File: config.mk
export PLATFORM = sky130hd
export DESIGN_NAME = syn_lb_router
export DESIGN_NICKNAME = d
export VERILOG_FILES = /design/src/rtl/syn_lb_pkg.sv /design/src/rtl/syn_lb_rsp_mux.sv /design/src/rtl/syn_lb_router.sv
export SDC_FILE = /design/constraint.sdc
export NUM_CORES = 1
export LEC_CHECK = 0
export ABC_CLOCK_PERIOD_IN_PS = 6700
export CORE_MARGIN = 2
export CORE_UTILIZATION = 43
export CTS_CLUSTER_SIZE = 25
export DETAILED_ROUTE_END_ITERATION = 10
export PLACE_DENSITY = 0.94
export SLEW_MARGIN = 20
export SYNTH_ARGS = -nofsm -noshare
export SYNTH_HDL_FRONTEND = slang
export SYNTH_SLANG_ARGS = --single-unit
File: constraint.sdc
create_clock -name clk_ir -period 6.7 [get_ports clk_ir]
set_clock_uncertainty 0.05 [all_clocks]
set_input_delay 1.675 -clock clk_ir [delete_from_list [all_inputs] [get_ports clk_ir]]
set_output_delay 1.675 -clock clk_ir [all_outputs]
set_load 0.05 [all_outputs]
File: src/rtl/syn_lb_pkg.sv
// Shared definitions for the cortex Local Bus router: FSM encoding, error/IRQ constants
// and the block codes of the blocks hanging off the router.
package syn_lb_pkg;

  typedef enum logic {
    ST_IDLE = 1'b0,
    ST_WAIT = 1'b1
  } lb_state_e;

  localparam logic [31:0] LB_ERR_DATA     = 32'hDEAD_DEAD;
  localparam logic [3:0]  LB_IRQ_CLR_CODE = 4'hF;

  localparam logic [3:0] BLK_ACORTEX      = 4'd0;
  localparam logic [3:0] BLK_VCORTEX      = 4'd1;
  localparam logic [3:0] BLK_FGYRUS_LCHNL = 4'd2;
  localparam logic [3:0] BLK_FGYRUS_RCHNL = 4'd3;

  localparam int ERR_CNT_W = 8;

endpackage

File: src/rtl/syn_lb_rsp_mux.sv
// Selects the valid strobes and read data of the block currently owning the outstanding
// transaction. Purely combinational; sel_i is the registered block code.
module syn_lb_rsp_mux #(
  parameter int P_NUM_BLKS  = 4,
  parameter int P_LB_DATA_W = 32,
  parameter int P_CODE_W    = 4
) (
  input  logic [P_CODE_W-1:0]               sel_i,
  input  logic [P_NUM_BLKS-1:0]             rd_valid_i,
  input  logic [P_NUM_BLKS-1:0]             wr_valid_i,
  input  logic [P_NUM_BLKS*P_LB_DATA_W-1:0] rd_data_i,
  output logic                              rd_valid_o,
  output logic                              wr_valid_o,
  output logic [P_LB_DATA_W-1:0]            rd_data_o
);

  always_comb begin
    rd_valid_o = 1'b0;
    wr_valid_o = 1'b0;
    rd_data_o  = '0;
    for (int i = 0; i < P_NUM_BLKS; i++) begin
      if (sel_i == P_CODE_W'(i)) begin
        rd_valid_o = rd_valid_i[i];
        wr_valid_o = wr_valid_i[i];
        rd_data_o  = rd_data_i[i*P_LB_DATA_W +: P_LB_DATA_W];
      end
    end
  end

endmodule

File: src/rtl/syn_lb_router.sv
// Local Bus router: decodes the block code, forwards one transaction at a time, times out
// silent blocks and keeps a saturating count of every error, drop and stray valid.
module syn_lb_router
  import syn_lb_pkg::*;
#(
  parameter int                     P_NUM_BLKS     = 4,
  parameter int                     P_LB_ADDR_W    = 16,
  parameter int                     P_LB_DATA_W    = 32,
  parameter int                     P_BLK_ADDR_W   = 12,
  parameter int                     P_CODE_W       = 4,
  parameter logic [P_CODE_W-1:0]    P_IRQ_CLR_CODE = LB_IRQ_CLR_CODE,
  parameter int                     P_TIMEOUT_CYC  = 1023,
  parameter logic [P_LB_DATA_W-1:0] P_ERR_DATA     = LB_ERR_DATA
) (
  input  logic                              clk_ir,
  input  logic                              rst_il,
  input  logic                              lb_rd_en_ih,
  input  logic                              lb_wr_en_ih,
  input  logic [P_LB_ADDR_W-1:0]            lb_addr_id,
  input  logic [P_LB_DATA_W-1:0]            lb_wr_data_id,
  output logic                              lb_rd_valid_od,
  output logic [P_LB_DATA_W-1:0]            lb_rd_data_od,
  output logic                              lb_wr_valid_od,
  output logic                              lb_err_oh,
  output logic                              lb_busy_oh,
  output logic                              irq_rst_oh,
  output logic [P_NUM_BLKS-1:0]             blk_wr_en_od,
  output logic [P_NUM_BLKS-1:0]             blk_rd_en_od,
  output logic [P_BLK_ADDR_W-1:0]           blk_addr_od,
  output logic [P_LB_DATA_W-1:0]            blk_wr_data_od,
  input  logic [P_NUM_BLKS-1:0]             blk_wr_valid_id,
  input  logic [P_NUM_BLKS-1:0]             blk_rd_valid_id,
  input  logic [P_NUM_BLKS*P_LB_DATA_W-1:0] blk_rd_data_id,
  output logic [ERR_CNT_W-1:0]              err_cnt_od
);

  localparam int CNT_W = $clog2(P_TIMEOUT_CYC + 1);
  localparam logic [P_CODE_W:0] NUM_BLKS_C = (P_CODE_W + 1)'(P_NUM_BLKS);

  lb_state_e                 state_q, state_d;
  logic [CNT_W-1:0]          tmo_q, tmo_d;
  logic [P_CODE_W-1:0]       sel_q, sel_d;
  logic                      dir_wr_q, dir_wr_d;
  logic                      rd_valid_q, rd_valid_d;
  logic                      wr_valid_q, wr_valid_d;
  logic                      err_q, err_d;
  logic                      irq_q, irq_d;
  logic [P_NUM_BLKS-1:0]     blk_wr_en_q, blk_wr_en_d;
  logic [P_NUM_BLKS-1:0]     blk_rd_en_q, blk_rd_en_d;
  logic [P_BLK_ADDR_W-1:0]   blk_addr_q, blk_addr_d;
  logic [P_LB_DATA_W-1:0]    blk_wdata_q, blk_wdata_d;
  logic [P_LB_DATA_W-1:0]    rd_data_q, rd_data_d;
  logic [ERR_CNT_W-1:0]      err_cnt_q, err_cnt_d;

  logic                      req;
  logic [P_CODE_W-1:0]       req_code;
  logic                      req_mapped;
  logic [P_NUM_BLKS-1:0]     code_oh, sel_oh;
  logic [P_NUM_BLKS-1:0]     rd_expect, wr_expect;
  logic                      stray;
  logic                      req_err, tmo_err;
  logic                      hit_rd, hit_wr, hit;
  logic [P_LB_DATA_W-1:0]    hit_data;
  logic [ERR_CNT_W:0]        cnt_sum;

  assign req        = lb_rd_en_ih | lb_wr_en_ih;
  assign req_code   = lb_addr_id[P_LB_ADDR_W-1 -: P_CODE_W];
  assign req_mapped = ({1'b0, req_code} < NUM_BLKS_C);

  generate
    for (genvar gi = 0; gi < P_NUM_BLKS; gi++) begin : g_onehot
      assign code_oh[gi] = (req_code == P_CODE_W'(gi));
      assign sel_oh[gi]  = (sel_q == P_CODE_W'(gi));
    end
  endgenerate

  // Only the selected block's valid in the pending direction is legal; anything else is stray.
  assign rd_expect = (state_q == ST_WAIT && !dir_wr_q) ? sel_oh : '0;
  assign wr_expect = (state_q == ST_WAIT &&  dir_wr_q) ? sel_oh : '0;
  assign stray     = (|(blk_rd_valid_id & ~rd_expect)) | (|(blk_wr_valid_id & ~wr_expect));

  syn_lb_rsp_mux #(
    .P_NUM_BLKS  (P_NUM_BLKS),
    .P_LB_DATA_W (P_LB_DATA_W),
    .P_CODE_W    (P_CODE_W)
  ) u_rsp_mux (
    .sel_i      (sel_q),
    .rd_valid_i (blk_rd_valid_id),
    .wr_valid_i (blk_wr_valid_id),
    .rd_data_i  (blk_rd_data_id),
    .rd_valid_o (hit_rd),
    .wr_valid_o (hit_wr),
    .rd_data_o  (hit_data)
  );

  assign hit = dir_wr_q ? hit_wr : hit_rd;

  always_comb begin
    state_d     = state_q;
    tmo_d       = tmo_q;
    sel_d       = sel_q;
    dir_wr_d    = dir_wr_q;
    blk_addr_d  = blk_addr_q;
    blk_wdata_d = blk_wdata_q;
    rd_data_d   = rd_data_q;
    rd_valid_d  = 1'b0;
    wr_valid_d  = 1'b0;
    err_d       = 1'b0;
    irq_d       = 1'b0;
    blk_wr_en_d = '0;
    blk_rd_en_d = '0;
    req_err     = 1'b0;
    tmo_err     = 1'b0;

    unique case (state_q)
      ST_IDLE: begin
        if (req) begin
          sel_d       = req_code;
          dir_wr_d    = lb_wr_en_ih;
          blk_addr_d  = lb_addr_id[P_BLK_ADDR_W-1:0];
          blk_wdata_d = lb_wr_data_id;
          if (lb_rd_en_ih && lb_wr_en_ih) begin
            wr_valid_d = 1'b1;
            err_d      = 1'b1;
            req_err    = 1'b1;
          end else if (req_mapped) begin
            blk_wr_en_d = lb_wr_en_ih ? code_oh : '0;
            blk_rd_en_d = lb_rd_en_ih ? code_oh : '0;
            tmo_d       = '0;
            state_d     = ST_WAIT;
          end else if (req_code == P_IRQ_CLR_CODE) begin
            irq_d      = 1'b1;
            wr_valid_d = lb_wr_en_ih;
            rd_valid_d = lb_rd_en_ih;
            if (lb_rd_en_ih) rd_data_d = '0;
          end else begin
            wr_valid_d = lb_wr_en_ih;
            rd_valid_d = lb_rd_en_ih;
            err_d      = 1'b1;
            req_err    = 1'b1;
            if (lb_rd_en_ih) rd_data_d = P_ERR_DATA;
          end
        end
      end
      ST_WAIT: begin
        req_err = req;
        // A hit in the timeout cycle still wins over the error response.
        if (hit) begin
          wr_valid_d = dir_wr_q;
          rd_valid_d = !dir_wr_q;
          if (!dir_wr_q) rd_data_d = hit_data;
          state_d = ST_IDLE;
        end else if (tmo_q == CNT_W'(P_TIMEOUT_CYC)) begin
          wr_valid_d = dir_wr_q;
          rd_valid_d = !dir_wr_q;
          err_d      = 1'b1;
          tmo_err    = 1'b1;
          if (!dir_wr_q) rd_data_d = P_ERR_DATA;
          state_d = ST_IDLE;
        end else begin
          tmo_d = tmo_q + CNT_W'(1);
        end
      end
      default: state_d = ST_IDLE;
    endcase

    cnt_sum   = {1'b0, err_cnt_q} + (ERR_CNT_W + 1)'(req_err) + (ERR_CNT_W + 1)'(tmo_err)
              + (ERR_CNT_W + 1)'(stray);
    err_cnt_d = cnt_sum[ERR_CNT_W] ? '1 : cnt_sum[ERR_CNT_W-1:0];
  end

  always_ff @(posedge clk_ir or negedge rst_il) begin
    if (!rst_il) begin
      state_q     <= ST_IDLE;
      tmo_q       <= '0;
      sel_q       <= '0;
      dir_wr_q    <= 1'b0;
      rd_valid_q  <= 1'b0;
      wr_valid_q  <= 1'b0;
      err_q       <= 1'b0;
      irq_q       <= 1'b0;
      blk_wr_en_q <= '0;
      blk_rd_en_q <= '0;
      blk_addr_q  <= '0;
      blk_wdata_q <= '0;
      rd_data_q   <= '0;
      err_cnt_q   <= '0;
    end else begin
      state_q     <= state_d;
      tmo_q       <= tmo_d;
      sel_q       <= sel_d;
      dir_wr_q    <= dir_wr_d;
      rd_valid_q  <= rd_valid_d;
      wr_valid_q  <= wr_valid_d;
      err_q       <= err_d;
      irq_q       <= irq_d;
      blk_wr_en_q <= blk_wr_en_d;
      blk_rd_en_q <= blk_rd_en_d;
      blk_addr_q  <= blk_addr_d;
      blk_wdata_q <= blk_wdata_d;
      rd_data_q   <= rd_data_d;
      err_cnt_q   <= err_cnt_d;
    end
  end

  assign lb_rd_valid_od = rd_valid_q;
  assign lb_rd_data_od  = rd_data_q;
  assign lb_wr_valid_od = wr_valid_q;
  assign lb_err_oh      = err_q;
  assign lb_busy_oh     = (state_q == ST_WAIT);
  assign irq_rst_oh     = irq_q;
  assign blk_wr_en_od   = blk_wr_en_q;
  assign blk_rd_en_od   = blk_rd_en_q;
  assign blk_addr_od    = blk_addr_q;
  assign blk_wr_data_od = blk_wdata_q;
  assign err_cnt_od     = err_cnt_q;

endmodule
==> results.md <==
- Syn Nets: 681
- First-pass GRT wire length: 29.5 mm
- GRT Total Usage: 26.7%
- Wire per inst: 19.6 um
- Post-CTS sizing: 0
- R2R depth: 12
- Area of placed instances: 0.00851 mm2
- Die width: 118 um
- Number of global-route vias before repair: 5,511
- Final min period: 4620 ps
- Rel. slew slack: 39.1%
- Port Buffers: 284
- IO Count: 285
- Cell internal pwr: 2100 uW
- Worst hold endpoint: lb_rd_data_od[17]$_DFFE_PN0P_
- Layout cells sized above 1: 13.7%
- Tcrit/Tclk final: 68.9%
- Largest net degree at the start of global routing: 60
- Reg-to-reg endpoint: err_cnt_od[5]$_DFF_PN0_
- Overflow after GRT: 0
- Max cap viols: 0
- Mapped cell area: 0.00557 mm2
- Clock sink total: 112
- Most numerous cell in the Yosys netlist: dfrtp_1
- Sequential power share: 29.3%
- Combinational share of power: 56.4%
- R2R setup slack: 2720 ps
- Top_reg_cell synth: dfrtp_1
- Worst IR Drop VDD: 0.351 mV
- CTS Buffer Depth: 2
- Post-route cell area: 0.00883 mm2
- Clk_lat worst skew: 350 ps
- RSZ-0062 raised after global routing: false
- Cell count after synthesis: 488
- Synth area leader: dfrtp_1
- Switch share: 46.2%
- Clock transition at path regs: 70 ps
- Share of the synthesized area in the top cell type: 50.3%
- Synth cell count leaders: dfrtp_1, nand2_1, mux2_2
- Initial core utilization: 44.1%
- Initial drt markers: 412
- Post-synth EDFFs: 0
- # setup viols final: 0
- Worst Tran Pin Value: 913 ps
- Die ar.: 0.0139 mm2
- Reg2Reg Launch Point: sel_q[1]$_DFFE_PN0P_
- Hold depth: 2
- Worst EP arrival: 4790 ps
- DIE HEIGHT: 118 um
- Area Growth Syn to Fin: 58.5%
- Placer Congestion: 0.895
- Root Buffer: clkbuf_16
- Hold Crit Start: lb_rd_data_od[17]$_DFFE_PN0P_
- Synth unique cells: 54
- Synth warn: 0
- Final Hold Viols: 0
- Postcts setup bufs: 0
- Ys async rst share: 100%
- Critical Path Start Type: input port
- Final HPWL DP: 14.1 mm
- Layout Nets: 948
- Crit-path max FO: 6
- Antenna violations before repair: 0
- Final Hold Slack: 441 ps
- Pre-Repair DR Iteration Count: 5
- F_max: 217 MHz
- Via density: 5.44
- Clock buffer count from CTS: 9
- Antenna Cells: 0
- Synth top area cells: dfrtp_1, mux2_2, mux4_2
- Seq/Total Area, Yosys: 50.3%
- Core Area: 0.0126 mm2
- CTS HTree Levels: 3
- Synth Register Bits: 112
- Final wirelength: 18.3 mm
- CTS tree: yes
- HP Class: register to register
- Switch Pwr: 1800 uW
- Via count: 5,068
- Post-route setup TNS: 0 ps
- Row count: 41
- P_leak: 0.00353 uW
- Pwr/cell area: 442 mW/mm2
- Status: complete, no violations
- Clk pwr share: 14.3%
- Syn_area_per_cell: 11.4 um2
- WP data required: 6870 ps
- Crit. End Element: register
- CP Class: input port to register
- Residual DRC: 0
- Hold_buf cts: 0
- Antenna Nets Post-Route: 0
- Slew Viols, Final: 0
## final cells by class
type | instances | area [um2]
Clock buffer | 12 | 256
Clock inverter | 4 | 58.8
Fill cell | 897 | 3790
Inverter | 8 | 30.0
Multi-Input combinational cell | 336 | 2590
Sequential cell | 112 | 2810
Tap cell | 172 | 215
Timing Repair Buffer | 288 | 2870
## critical path: stages
cell and delay, ps:
clkdlybuf4s50_1 440, nor2b_1 150, o221ai_1 320, o2111ai_1 170, nand2_1 220, nand2_1 90, fa_1 510, inv_1 50
ha_1 220, fa_1 410, and3_1 260, nand3_1 180, nand2_1 90
## flip-flops by register name, indices dropped and copies added (netlist names)
| register | cells |
|---|---|
| blk_wr_en_od | 4 |
| blk_rd_en_od | 4 |
| blk_addr_od | 12 |
| lb_rd_valid_od | 1 |
| dir_wr_q | 1 |
| blk_wr_data_od | 32 |
| irq_rst_oh | 1 |
| sel_q | 4 |
| lb_wr_valid_od | 1 |
| lb_busy_oh | 1 |
| err_cnt_od | 8 |
| lb_err_oh | 1 |
| lb_rd_data_od | 32 |
| tmo_q | 10 |
## cells by family after synthesis
| group | count (synthesis) | synth area share (%) |
|---|---|---|
| buffers and inverters | 40 | 3.37 |
| adders and majority gates | 6 | 1.57 |
| xor gates and xnor gates | 4 | 0.629 |
| and+or+nand+nor | 159 | 13.2 |
| AOI/OAI and AO/OA | 78 | 8.89 |
| DFF | 112 | 50.3 |
| muxes | 89 | 22.0 |
## cell usage in the layout (no fill, tap or decap), types with 2 or more instances in the layout
cell type | netlist | final
mux2_2 | 49 | 49
dfrtp_1 | 112 | 110
a41o_1 | 2 | 2
nor2_1 | 38 | 38
a21oi_1 | 30 | 30
o22ai_1 | 2 | 2
nand3_1 | 8 | 8
o211ai_1 | 3 | 3
nand2b_1 | 7 | 7
xnor2_1 | 3 | 3
and3_1 | 5 | 5
or2_2 | 5 | 5
nor3_1 | 9 | 9
nor4_1 | 3 | 3
buf_4 | 2 | 5
clkdlybuf4s50_1 | 0 | 283
nor2b_1 | 2 | 2
dfrtp_2 | 0 | 2
ha_1 | 3 | 3
a31oi_1 | 2 | 2
or2_1 | 2 | 2
fa_1 | 2 | 2
nand4_1 | 4 | 4
nand2_1 | 65 | 65
o21ai_0 | 15 | 15
inv_1 | 7 | 7
mux2i_1 | 18 | 18
o221ai_1 | 11 | 11
or4_1 | 2 | 2
mux4_2 | 22 | 22
or3_1 | 2 | 2
clkbuf_16 | 0 | 9
o31ai_1 | 3 | 3
clkbuf_8 | 0 | 2
## metrics by stage
step	power, uW	utilization [%]	std cells	setup WS [ps]
6_report	3900	69.9	932	2080
5_1_grt	4090	69.9	932	1940
3_5_place_dp	3350	67.4	916	1790
2_1_floorplan	2570	-	488	2590
4_1_cts	3920	69.9	932	2140
3_3_place_gp	3270	67.4	916	1920
## power by group through the flow
stage / sequential [uW] / combinational, uW / clock, uW
final: 1140 / 2200 / 556
after global routing: 1170 / 2310 / 603
after CTS: 1140 / 2210 / 573
after detailed placement: 1150 / 2200 / 0
after global placement: 1120 / 2140 / 0
after floorplan: 1840 / 731 / 0
## worst max path at each step
stage | to | slack (ps) | start | cells after the start
4_1_cts | err_cnt_od[5]$_DFF_PN0_ | 2140 | blk_wr_valid_id[2] | 13
6_report | err_cnt_od[5]$_DFF_PN0_ | 2080 | blk_wr_valid_id[2] | 13
5_1_grt | err_cnt_od[5]$_DFF_PN0_ | 1940 | blk_wr_valid_id[2] | 13
2_1_floorplan | err_cnt_od[6]$_DFF_PN0_ | 2590 | blk_wr_valid_id[2] | 13
3_5_place_dp | err_cnt_od[5]$_DFF_PN0_ | 1790 | blk_wr_valid_id[2] | 13
3_3_place_gp | err_cnt_od[0]$_DFF_PN0_ | 1920 | blk_wr_valid_id[2] | 13
## layer usage
metal / share of wire, % / vias to the layer above / global-route usage, %
li1: - / 2302 / -
met1: 37 / 2430 / 30.1
met2: 52 / 269 / 47.5
met3: 7.1 / 67 / 6.40
met4: 4.4 / 0 / 12.4
met5: 0 / - / 0
No activity file was read; power rests on OpenSTA's default activity.
